**src/rtl/arbitro_tx_pkg.sv**
```systemverilog
`default_nettype none
// +--------------------------------------------------------------------+
// | arbitro_tx_pkg                                                     |
// | State encoding and requester IDs for the UART transmit arbiter.    |
// | Rev 1.0                                                            |
// +--------------------------------------------------------------------+
package arbitro_tx_pkg;

  typedef enum logic [2:0] {
    LIBRE     = 3'd0,
    CARGA     = 3'd1,
    ARRANQUE  = 3'd2,
    ENVIANDO  = 3'd3,
    SIGUIENTE = 3'd4,
    FIN_PAQ   = 3'd5
  } estado_t;

  localparam logic REQ_CPU = 1'b0;
  localparam logic REQ_DMA = 1'b1;

endpackage
`default_nettype wire

```
**src/rtl/arbitro_tx.sv**
```systemverilog
`default_nettype none
// +--------------------------------------------------------------------+
// | arbitro_tx                                                         |
// | Round-robin, packet-granular sharing of one UART transmitter       |
// | between the CPU and the DMA.                                       |
// | Rev 1.0                                                            |
// +--------------------------------------------------------------------+
module arbitro_tx
  import arbitro_tx_pkg::*;
#(
  parameter int ESPERA_MAX = 16,
  parameter int ANCHO_TO   = 5
) (
  input  logic       clk,
  input  logic       rstn,
  input  logic       cpu_valido,
  input  logic [7:0] cpu_dato,
  input  logic       cpu_ultimo,
  output logic       cpu_ack,
  input  logic       dma_valido,
  input  logic [7:0] dma_dato,
  input  logic       dma_ultimo,
  output logic       dma_ack,
  output logic       tx_inicio,
  output logic [7:0] tx_dato,
  input  logic       tx_listo,
  output logic       ocupado,
  output logic       propietario,
  output logic       error_to
);

  localparam logic [ANCHO_TO-1:0] c_to_ult = ANCHO_TO'(ESPERA_MAX - 1);

  estado_t             r_estado, w_estado;
  logic [ANCHO_TO-1:0] r_cnt, w_cnt;
  logic [7:0]          r_dato, w_dato;
  logic                r_ultimo, w_ultimo;
  logic                r_prop, w_prop;
  logic                r_ocupado, w_ocupado;
  logic                r_error, w_error;
  logic                r_inicio, w_inicio;
  logic                r_cpu_ack, w_cpu_ack;
  logic                r_dma_ack, w_dma_ack;

  logic                w_gana;
  logic                w_own_valido;
  logic [7:0]          w_own_dato;
  logic                w_own_ultimo;

  // On a tie the requester that did not own the last packet wins.
  assign w_gana       = (cpu_valido && dma_valido) ? ~r_prop :
                        (dma_valido ? REQ_DMA : REQ_CPU);
  assign w_own_valido = (r_prop == REQ_DMA) ? dma_valido : cpu_valido;
  assign w_own_dato   = (r_prop == REQ_DMA) ? dma_dato   : cpu_dato;
  assign w_own_ultimo = (r_prop == REQ_DMA) ? dma_ultimo : cpu_ultimo;

  always_comb begin
    w_estado  = r_estado;
    w_cnt     = r_cnt;
    w_dato    = r_dato;
    w_ultimo  = r_ultimo;
    w_prop    = r_prop;
    w_ocupado = r_ocupado;
    w_error   = r_error;
    w_inicio  = 1'b0;
    w_cpu_ack = 1'b0;
    w_dma_ack = 1'b0;
    case (r_estado)
      LIBRE: begin
        if (cpu_valido || dma_valido) begin
          w_prop    = w_gana;
          w_ocupado = 1'b1;
          w_estado  = CARGA;
        end
      end
      CARGA: begin
        if (tx_listo) begin
          w_dato    = w_own_dato;
          w_ultimo  = w_own_ultimo;
          w_inicio  = 1'b1;
          w_cpu_ack = (r_prop == REQ_CPU);
          w_dma_ack = (r_prop == REQ_DMA);
          w_cnt     = '0;
          w_estado  = ARRANQUE;
        end
      end
      ARRANQUE: begin
        if (!tx_listo) begin
          w_cnt    = '0;
          w_estado = ENVIANDO;
        end else if (r_cnt == c_to_ult) begin
          // Transmitter never answered: abandon the rest of the packet.
          w_cnt     = '0;
          w_error   = 1'b1;
          w_ocupado = 1'b0;
          w_estado  = FIN_PAQ;
        end else begin
          w_cnt = r_cnt + 1'b1;
        end
      end
      ENVIANDO: begin
        if (tx_listo) begin
          if (r_ultimo) begin
            w_ocupado = 1'b0;
            w_estado  = FIN_PAQ;
          end else begin
            w_estado = SIGUIENTE;
          end
        end
      end
      SIGUIENTE: begin
        if (w_own_valido) w_estado = CARGA;
      end
      FIN_PAQ: w_estado = LIBRE;
      default: w_estado = LIBRE;
    endcase
  end

  always_ff @(posedge clk or negedge rstn) begin
    if (!rstn) begin
      r_estado  <= LIBRE;
      r_cnt     <= '0;
      r_dato    <= 8'h00;
      r_ultimo  <= 1'b0;
      r_prop    <= REQ_DMA;
      r_ocupado <= 1'b0;
      r_error   <= 1'b0;
      r_inicio  <= 1'b0;
      r_cpu_ack <= 1'b0;
      r_dma_ack <= 1'b0;
    end else begin
      r_estado  <= w_estado;
      r_cnt     <= w_cnt;
      r_dato    <= w_dato;
      r_ultimo  <= w_ultimo;
      r_prop    <= w_prop;
      r_ocupado <= w_ocupado;
      r_error   <= w_error;
      r_inicio  <= w_inicio;
      r_cpu_ack <= w_cpu_ack;
      r_dma_ack <= w_dma_ack;
    end
  end

  assign cpu_ack     = r_cpu_ack;
  assign dma_ack     = r_dma_ack;
  assign tx_inicio   = r_inicio;
  assign tx_dato     = r_dato;
  assign ocupado     = r_ocupado;
  assign propietario = r_prop;
  assign error_to    = r_error;

endmodule
`default_nettype wire

```
**config.mk**
```make
export PLATFORM = sky130hd
export DESIGN_NAME = arbitro_tx
export DESIGN_NICKNAME = d
export VERILOG_FILES = /design/src/rtl/arbitro_tx_pkg.sv /design/src/rtl/arbitro_tx.sv
export SDC_FILE = /design/constraint.sdc
export NUM_CORES = 1
export LEC_CHECK = 0
export BUFFER_PORTS_ARGS = -buffer_cell sky130_fd_sc_hd__buf_2
export CORE_ASPECT_RATIO = 1.1
export CORE_UTILIZATION = 44
export DETAILED_ROUTE_END_ITERATION = 8
export HOLD_SLACK_MARGIN = 0.1
export PLACE_DENSITY = 0.78
export SETUP_SLACK_MARGIN = 0.02
export SYNTH_ARGS = -nofsm -noshare
export SYNTH_HDL_FRONTEND = slang
export SYNTH_SLANG_ARGS = --single-unit
export TNS_END_PERCENT = 1
```
**constraint.sdc**
```tcl
create_clock -name clk -period 1.4 [get_ports clk]
set_input_delay 0.35 -clock clk [delete_from_list [all_inputs] [get_ports clk]]
set_output_delay 0.35 -clock clk [all_outputs]
set_load 0.02 [all_outputs]
```
[Word-level counts from Yosys, hierarchy flattened]
Index checks and enable logic that the tools add are counted.
Storage, ports and cells
  bits in registers: 23
  input bits: 23
  output and inout port bits: 14
Cells by class
  add/subtract/negate cells: 1
  equality and inequality tests: 13
  multiplexer cells: 29
  bitwise logic cells: 1
  reductions and logical operators: 11
Operator list (number)
  2-to-1 mux 3 bit: 6
  2-to-1 mux 1 bit: 16
  2-to-1 mux 5 bit: 3
  one-hot mux 3 bit (5 select lines): 1
  != test 2 bit (second input constant): 7
  one-hot mux 5 bit (2 select lines): 1
  2-to-1 mux 8 bit: 1
  == test 3 x 2 -> 1 bit (second input constant): 2
  AND reduction 2 bit: 3
  AND reduction 6 bit: 1
  adder 5 x 1 -> 5 bit (second input constant): 1
  == test 5 x 4 -> 1 bit (second input constant): 1
  AND reduction 5 bit: 1
  == test 3 x 1 -> 1 bit (second input constant): 1
  == test 3 bit (second input constant): 1
  logical NOT 3 bit: 1
  != test 3 bit (second input constant): 1
  one-hot mux 1 bit (3 select lines): 1
  AND reduction 3 bit: 1
  nonzero test 3 bit: 1
  nonzero test 2 bit: 1
  logical AND 1 bit: 1
  logical OR 1 bit: 1
  NOT 1 bit: 1

[Longest topological paths before layout]
Gate-level depths: netlist of run 1.
  depth after elaboration: 4
  gate-level depth with buffers: 5

[Worst setup path before layout of run 1]
No wires, ideal clock.
  path kind: reg2reg
  start point: register r_prop, in the netlist propietario
  end point: register r_estado[0]
  data arrival time: 1.540 ns
  required time: 1.275 ns
  path slack: -0.265 ns
  cell stages (with the launch flop): 6
  buffers on the path: 1
  cells stage by stage: dfstp_2 -> buf_6 -> mux2_4 -> nor4_4 -> a211oi_2 -> mux2_4
On the way
  cells in the longest elaborated chain, start to end: 3
RTL lines
  from (decl): line arbitro_tx.sv:38  | logic r_prop, w_prop;
  from (signal assigned): line arbitro_tx.sv:136  | r_prop <= w_prop;
  2-to-1 mux 1 bit: line arbitro_tx.sv:53  | assign w_own_valido = (r_prop == REQ_DMA) ? dma_valido : cpu_valido;
  != test 2 bit (no line)
  AND reduction 5 bit (no line)
  to (signal assigned): line arbitro_tx.sv:132  | r_estado <= w_estado;
  to (decl): line arbitro_tx.sv:34  | estado_t r_estado, w_estado;
No other way between the ends.
A chain may end at the register's enable or synchronous reset.

[Worst setup path in the final report of run 1]
Ends and elaborated chain as after synthesis.

==> results of run 1 <==
-- state kept, by name, summed over array words and instances, names as in the netlist --
signal / cells
r_cnt: 5
dma_ack: 1
tx_inicio: 1
cpu_ack: 1
ocupado: 1
r_ultimo: 1
tx_dato: 8
r_estado: 3
error_to: 1
propietario: 1
-- final cells by class --
cell class	instances	area, um2
Clock buffer	3	22.5
Clock inverter	1	7.51
Fill cell	207	936
Inverter	2	7.51
Multi-Input combinational cell	75	537
Sequential cell	23	577
Tap cell	31	38.8
Timing Repair Buffer	56	347
-- metrics by stage --
step | power [mW] | hold WS [ns]
floorplan | 2.16 | 0.0544
global placement | 2.55 | 0.342
detailed placement | 2.64 | 0.344
CTS | 3.00 | 0.328
global route | 3.24 | 0.333
finish | 3.04 | 0.332
-- logic make-up (layout without fill, tap and decap cells) --
| family | after synthesis | count (layout) | synth area share |
|---|---|---|---|
| buffers and inverters | 8 | 62 | 0.0480 |
| and+or+nand+nor | 34 | 34 | 0.171 |
| AOI/OAI and AO/OA | 27 | 27 | 0.143 |
| adders and majority gates | 1 | 1 | 0.0109 |
| muxes | 13 | 13 | 0.123 |
| DFF | 23 | 23 | 0.503 |
-- what timing repair did --
action                                 CTS  global route
setup endpoints to repair                7            15
pin swaps                                0             1
hold buffers                             1             0
cloned                                   0             0
resized for setup                        4             6
endpoints found under the hold margin   22             0
-- cell usage after synthesis, drive strengths merged --
cell and count:
dfrtp 22, a41o 1, and4b 1, mux2i 10
a21boi 1, a31oi 1, mux2 3, buf 5
clkbuf 1, o21ai 6, nand2b 2, dfstp 1
nand2 4, a21o 2, a22o 1, nor3b 1
ha 1, a211oi 1, nand3 2, nor3 4
inv 2, nor2 12, and2 2, o41ai 1
nor2b 3, nand3b 1, nor4 1, or3 1
a21oi 13
-- critical path: cells and delay by family (launching register included) --
family             cells  cell delay, ns
muxes                  2            0.61
DFF                    1            0.58
and+or+nand+nor        1            0.20
AOI/OAI and AO/OA      1            0.10
-- power by group --
group	switching, mW	total (mW)	internal, mW	leakage [nW]
Combinational	0.896	1.65	0.754	0.485
Clock	0.197	0.306	0.109	0.0139
Sequential	0.162	1.08	0.921	0.281
Total	1.26	3.04	1.78	0.780
-- how the worst max path moves through the flow --
| stage | endpoint | depth (start not counted) | startpoint | slack, ns |
|---|---|---|---|---|
| 3_5_place_dp | r_estado[0]$_DFFE_PN0P_ | 4 | propietario$_DFFE_PN1P_ | -0.15 |
| 6_report | r_estado[0]$_DFFE_PN0P_ | 4 | propietario$_DFFE_PN1P_ | -0.20 |
| 4_1_cts | propietario | 2 | propietario$_DFFE_PN1P_ | -0.19 |
| 3_3_place_gp | r_estado[0]$_DFFE_PN0P_ | 4 | propietario$_DFFE_PN1P_ | -0.08 |
| 2_1_floorplan | r_estado[0]$_DFFE_PN0P_ | 5 | propietario$_DFFE_PN1P_ | -0.27 |
| 5_1_grt | propietario | 2 | propietario$_DFFE_PN1P_ | -0.23 |
-- layer usage --
metal  GRT usage  vias up  routed length, um
li1            -      482                  -
met1       0.245      482               1070
met2       0.371       31               1440
met3      0.0331        0                106
met4      0.0675        0                  0
met5           0        -                  0
==> qor.yml, run 1 <==
clock_skew_ns: 0.0119
clockBufferDepth: 2
dpl.hpwl_mm: 1.96
final_common_cell: "buf_2"
cp.arrival_ns: 1.79
drv_slew: 0
drt-vias-per-instance: 5.21
hold_end: "tx_dato[3]$_DFFE_PN0P_"
syn-num-nets: 130
worst_slack_ns: -0.196
wirelength_mm: 2.61
h-tree-depth: 1
hold_depth: 3
hp-start: "cpu_dato[3]"
final_cell_mix: "35 x buf_2, 22 x dfrtp_1, 17 x buf_4"
cts_buffers: 3
n_antenna_cell: 0
die_x_um: 50.7
wire_per_inst_um: 13.7
worstSetupEndpointType: "flip-flop"
power.static_leakage_nw: 0.780
drt_iter0_drc: 20
fin_crit_sh: 1.14
timing.rr.start: "propietario$_DFFE_PN1P_"
finalSetupViolCount: 2
seq_area_frac_synth: 0.503
fin_tns_setup_ns: -0.382
layout-drive-gt1-share: 0.444
period_needed_ns: 1.60
slowest_stage: "dfstp_2"
syn_area_per_cell_um2: 10.8
pre_cts_ws_ns: -0.149
synth.largest_area_cell: "dfrtp_1"
final_area_um2: 1540
grt_first_pass_wirelength_mm: 4.44
rsz0062_at_grt: "yes"
finalHoldViolCount: 0
yosysTopAreaCellShare: 0.480
r2r_slack_ns: -0.20
path_cells: "mux2_4 -> nor4_4 -> a211oi_2 -> mux2_4"
status: "finished, violations left"
place_area_um2: 1460
path_max_fanout: 2
cap_violations: 0
port_buffers: 36
fin_util: 0.621
r2r-end: "r_estado[0]$_DFFE_PN0P_"
post-route-drc-count: 0
synth.cell_area_um2: 1150
finalNonFillerCells: 191
root_buffer: "clkbuf_4"
post-cts-setup-buffers: 0
start_kind: "flip-flop"
die_y_um: 55.5
num_vias: 995
clk_pin_slew_ns: 0.13
worstMarginPinSlew_ns: 0.492
rr_worst_depth: 4
grt_max_degree: 24
hold_class: "in2reg"
irDropWorstVdd_mv: 1.26
clkSinkCount: 23
cpMostUsedCell: "mux2_4"
antenna_found_initial: 0
relSlewSlack: 0.672
syn_inst: 106
required_ns: 1.60
grt_usage: 0.206
dr.pass1.iters: 3
overflow: 0
clk_latency_ns: 0.31
nets: 185
powerDensity_nw_per_um2: 1980
placedCellCount: 186
postRouteAntennaNets: 0
fp-row-count: 19
grt_pass1_vias: 1045
max_stage_delay_ns: 0.58
initial_core_util: 0.464
fmax_ghz: 0.627
crit_type: "reg2reg"
synth-seq-cells: 23
ys_types: 32
failed_checks: "setup timing"
yosys_warnings: 0
cts_tree: "done"
synthTopCellsByArea: "dfrtp_1 48%, mux2i_1 8.7%, a21oi_1 5.7%, nor2_1 3.9%, buf_6 2.9%"
core-area_um2: 2470
dieArea_um2: 2810
io_pins: 37
area_growth_pct: 34.1
gp_congestion: 0.863
Power figures use the tool's default switching activity.
==> run 2: changes to the inputs <==
--- a/config.mk
+++ b/config.mk
@@ -11,7 +11,7 @@
 export DETAILED_ROUTE_END_ITERATION = 8
 export HOLD_SLACK_MARGIN = 0.1
 export PLACE_DENSITY = 0.78
-export SETUP_SLACK_MARGIN = 0.02
+export SETUP_SLACK_MARGIN = 0.3
 export SYNTH_ARGS = -nofsm -noshare
 export SYNTH_HDL_FRONTEND = slang
 export SYNTH_SLANG_ARGS = --single-unit
==> run 2 against run 1 <==
Compared with the run above:
- the flow still finishes with violations (setup timing)
- total power increased by 13%
- count of clock-buffer cells in the layout did not move
- critical path depth stayed put
- clock power is 2% higher
- via count is 1.6% higher
- combinational power increased by 19%
- cell count did not move
- die area stayed put
- worst setup slack about the same
- fmax is essentially flat
- first-iteration DRC count down 35%
- critical endpoint unchanged
==> qor.yml, run 2 (synthesis results as in run 1) <==
status: "finished, violations left"
failed_checks: "setup timing"
clock_skew_ns: 0.00833
power.static_leakage_nw: 0.816
rsz0062_at_grt: "yes"
io_pins: 37
die_x_um: 50.7
max_stage_delay_ns: 0.58
grt_first_pass_wirelength_mm: 4.71
crit_type: "reg2reg"
path_cells: "mux2_4 -> nor4_4 -> a211oi_2 -> mux2_4"
antenna_found_initial: 0
start_kind: "flip-flop"
cts_tree: "done"
h-tree-depth: 1
wire_per_inst_um: 14.4
largest_reg_flops: 8
seq_area_um2: 578
dpl.hpwl_mm: 1.96
required_ns: 1.60
whs_ns: 0.337
clockBufferDepth: 2
irDropWorstVdd_mv: 1.48
initial_core_util: 0.464
final_cell_mix: "22 x buf_2, 21 x dfrtp_1, 17 x buf_6"
period_needed_ns: 1.60
slowest_stage: "dfstp_2"
gp_congestion: 0.863
cpMostUsedCell: "mux2_4"
drt-vias-per-instance: 5.29
finalHoldViolCount: 0
worstSetupEndpointType: "flip-flop"
cts_buffers: 3
nFillCells: 178
n_antenna_cell: 0
path_max_fanout: 2
fp-row-count: 19
fmax_ghz: 0.627
dr.pass1.iters: 4
grt_usage: 0.218
num_vias: 1011
crit_family: "multiplexers"
port_buffers: 36
fin_crit_sh: 1.14
grt_max_degree: 24
clk_latency_ns: 0.31
post-route-drc-count: 0
drt_iter0_drc: 13
die_y_um: 55.5
relSlewSlack: 0.669
layout-drive-gt1-share: 0.538
multi_input_comb_area_um2: 604
postRouteAntennaNets: 0
overflow: 0
clk_pin_slew_ns: 0.13
core-area_um2: 2470
worst_slack_ns: -0.196
drv_slew: 0
fin_tns_setup_ns: -0.387
powerDensity_nw_per_um2: 2030
clkSinkCount: 23
worstPathBufferInverterCount: 0
finalSetupViolCount: 2
area_growth_pct: 47.5
cp.arrival_ns: 1.80
grt_pass1_vias: 1075
hold_class: "in2reg"
root_buffer: "clkbuf_4"
cap_violations: 0
worstMarginPinSlew_ns: 0.496
final_common_cell: "buf_2"
fin_total_pwr_mw: 3.44
nets: 185
wirelength_mm: 2.75
dieArea_um2: 2810
[run 2: changes by cell type in the layout (fill, tap and decap cells not counted), moves of 2 or more]
cell     before  now
buf_6         3   17
a21oi_1      13    8
buf_2        35   22
nor2_1       12    5
nor2_4        0    5
a21oi_2       0    5
o21ai_0       5    3
nor2_2        0    2
[run 2: per-layer routing]
layer,GRT usage,wire (um)
met4,0.0437,25
met1,0.267,1130
met3,0.0248,96
met5,0,0
met2,0.404,1500
[run 2: where the power goes]
part | switching, mW | total, mW | internal (mW)
Combinational | 0.975 | 1.96 | 0.986
Clock | 0.202 | 0.311 | 0.109
Sequential | 0.240 | 1.16 | 0.924
Total | 1.42 | 3.44 | 2.02
[run 2: worst register-to-register path, stage by stage, from the launching register on]
cell      delay [ns]
dfstp_2         0.58
mux2_4          0.32
nor4_4          0.20
a211oi_2        0.10
mux2_4          0.30
[run 2: timing repair]
item	CTS	global route
pin swaps	1	7
endpoints found under the hold margin	22	0
endpoints found under the setup margin	37	37
hold buffers	1	0
buffers inserted	0	0
gates resized for setup	38	21
[run 2: layout make-up]
| type | count | area share |
|---|---|---|
| repair buffers | 56 | 0.255 |
| clock buffers | 3 | 0.0133 |
| multi-input cells | 75 | 0.358 |
| flip-flops and latches | 23 | 0.342 |
| inverters | 2 | 0.00444 |
| clock inverters | 1 | 0.00444 |
| well taps | 31 | 0.0229 |
[run 2: path summary, 6_finish.rpt]
check | start | end | depth (start not counted) | slack, ns
min in group asynchronous | rstn | r_cnt[1]$_DFFE_PN0P_ | 2 | 0.51
hold reg to reg | error_to$_DFFE_PN0P_ | error_to$_DFFE_PN0P_ | 1 | 0.50
hold / removal | cpu_dato[3] | tx_dato[3]$_DFFE_PN0P_ | 3 | 0.34
setup reg to reg | propietario$_DFFE_PN1P_ | r_estado[0]$_DFFE_PN0P_ | 4 | -0.20
setup / recovery | propietario$_DFFE_PN1P_ | r_estado[0]$_DFFE_PN0P_ | 4 | -0.20
max in group asynchronous | rstn | r_estado[1]$_DFFE_PN0P_ | 2 | 0.52
[run 2: metrics by stage]
step | utilization | setup slack, ns | std cells | area [um2]
after floorplan | - | -0.265 | 106 | 1150
after detailed placement | 0.591 | -0.149 | 186 | 1460
after global placement | 0.591 | -0.0779 | 186 | 1460
final | 0.684 | -0.196 | 191 | 1690
after CTS | 0.653 | -0.185 | 191 | 1620
after global routing | 0.684 | -0.236 | 191 | 1690
==> run 3: changes to the inputs <==
--- a/config.mk
+++ b/config.mk
@@ -9,6 +9,7 @@
 export CORE_ASPECT_RATIO = 1.1
 export CORE_UTILIZATION = 44
 export DETAILED_ROUTE_END_ITERATION = 8
+export GPL_TIMING_DRIVEN = 0
 export HOLD_SLACK_MARGIN = 0.1
 export PLACE_DENSITY = 0.78
 export SETUP_SLACK_MARGIN = 0.3
==> run 3 against run 2 <==
Compared with the run above:
- the flow still finishes with violations (setup timing)
- worst setup slack got worse by 0.058 ns
- count of clock-buffer cells in the layout rose by 1
- cell count down 6.8%
- design area shrank 10%
- die area stayed put
- critical path type unchanged
- critical endpoint unchanged
- highest routed layer unchanged
==> qor.yml, run 3 (synthesis results as in run 1) <==
powerDensity_nw_per_um2: 2060
drt_iter0_drc: 10
cp.arrival_ns: 1.88
finalSetupViolCount: 14
finalNonFillerCells: 178
fin_util: 0.615
cts_buffers: 3
cap_violations: 0
relSlewSlack: 0.617
power.static_leakage_nw: 0.736
io_pins: 37
path_max_fanout: 5
area_growth_pct: 32.6
post-cts-setup-buffers: 0
pre_cts_ws_ns: -0.236
hold_depth: 2
largest_reg_flops: 8
clkSinkCount: 23
gp_congestion: 0.806
nFillCells: 205
nets: 172
port_buffers: 36
p_switching_mw: 1.26
period_needed_ns: 1.65
worst_slack_ns: -0.254
fmax_ghz: 0.605
wirelength_mm: 2.30
drt-vias-per-instance: 5.21
placedCellCount: 173
n_antenna_cell: 0
wire_per_inst_um: 12.9
p_clk_frac: 0.102
p_int_mw: 1.86
dpl.hpwl_mm: 1.69
antenna_found_initial: 0
drt-met1-wl_um: 986
postRouteAntennaNets: 0
place_area_um2: 1370
start_kind: "flip-flop"
status: "finished, violations left"
grt_pass1_vias: 976
final_common_cell: "buf_2"
dr.max_layer_used: "met4"
share_seq_of_total_power: 0.355
h-tree-depth: 1
root_buffer: "clkbuf_4"
clk_latency_ns: 0.32
die_y_um: 55.5
drv_slew: 0
overflow: 0
final_cell_mix: "24 x buf_2, 22 x dfrtp_1, 13 x buf_6, 13 x a21oi_1, 11 x nor2_1"
dieArea_um2: 2810
required_ns: 1.62
cts_tree: "done"
num_vias: 927
grt_usage: 0.195
dr_wl_met3_um: 103
initial_core_util: 0.464
clock_skew_ns: 0.00974
fin_crit_sh: 1.18
grt_max_degree: 24
grt_first_pass_wirelength_mm: 4.26
power_frac_comb: 0.543
irDropWorstVdd_mv: 1.57
finalHoldViolCount: 0
die_x_um: 50.7
crit_type: "reg2reg"
dr_wl_met2_mm: 1.19
rr_worst_depth: 5
fp-row-count: 19
worstMarginPinSlew_ns: 0.574
core-area_um2: 2470
worstSetupEndpointType: "flip-flop"
final_area_um2: 1520
hold_class: "in2reg"
failed_checks: "setup timing"
clk_pin_slew_ns: 0.13
dr.pass1.iters: 4
rsz0062_at_grt: "yes"
sw_frac_of_total: 0.404
clockBufferDepth: 2
post-route-drc-count: 0
layout-drive-gt1-share: 0.395
-- run 3: cell count changes in the layout (fill, tap and decap cells not counted), sizes merged --
cell | before | now
clkbuf | 3 | 5
buf | 55 | 41
clkinvlp | 1 | 0
-- run 3: critical path, stage by stage, from the launching register on --
cell and delay, ns:
dfstp_2 0.56, buf_6 0.12, mux2_4 0.31, nor4_4 0.17, a211oi_2 0.09, mux2_4 0.30
-- run 3: power by group through the flow --
stage	registers [mW]	logic, mW	clock network [mW]
finish	1.11	1.70	0.319
global route	1.14	1.86	0.353
CTS	1.11	1.67	0.318
detailed placement	1.07	1.47	0
global placement	1.06	1.43	0
floorplan	1.26	0.893	0
-- run 3: through the flow --
step	setup TNS [ns]	hold slack, ns	total power, mW
floorplan	-0.822	0.0544	2.16
global placement	-1.18	0.346	2.49
detailed placement	-1.65	0.352	2.54
CTS	-1.57	0.215	3.09
global route	-3.16	0.203	3.35
finish	-1.57	0.213	3.13
-- run 3: routing by layer --
metal,vias to the layer above,track usage
met5,-,0
met4,0,0.0556
met3,3,0.0248
met2,30,0.343
met1,437,0.248
li1,457,-
-- run 3: path summary, 6_finish.rpt --
check | from | endpoint | slack [ns]
setup / recovery | propietario$_DFFE_PN1P_ | r_estado[0]$_DFFE_PN0P_ | -0.25
hold / removal | cpu_valido | propietario$_DFFE_PN1P_ | 0.21
setup reg to reg | propietario$_DFFE_PN1P_ | r_estado[0]$_DFFE_PN0P_ | -0.25
hold reg to reg | error_to$_DFFE_PN0P_ | error_to$_DFFE_PN0P_ | 0.50
max in group asynchronous | rstn | propietario$_DFFE_PN1P_ | 0.53
min in group asynchronous | rstn | error_to$_DFFE_PN0P_ | 0.51
-- run 3: layout make-up --
class | instances | area, um2 | area share
Buffer | 6 | 52.6 | 0.0346
Clock buffer | 4 | 26.3 | 0.0173
Inverter | 2 | 7.51 | 0.00494
Multi-Input combinational cell | 75 | 561 | 0.369
Sequential cell | 23 | 577 | 0.379
Tap cell | 31 | 38.8 | 0.0255
Timing Repair Buffer | 37 | 258 | 0.170
-- run 3: timing repair --
action                                  in CTS  in global routing
resized for setup                           31                  4
hold buffers                                 1                  0
pin swaps                                    3                  3
endpoints found under the setup margin      37                 37
endpoints found under the hold margin       22                  0
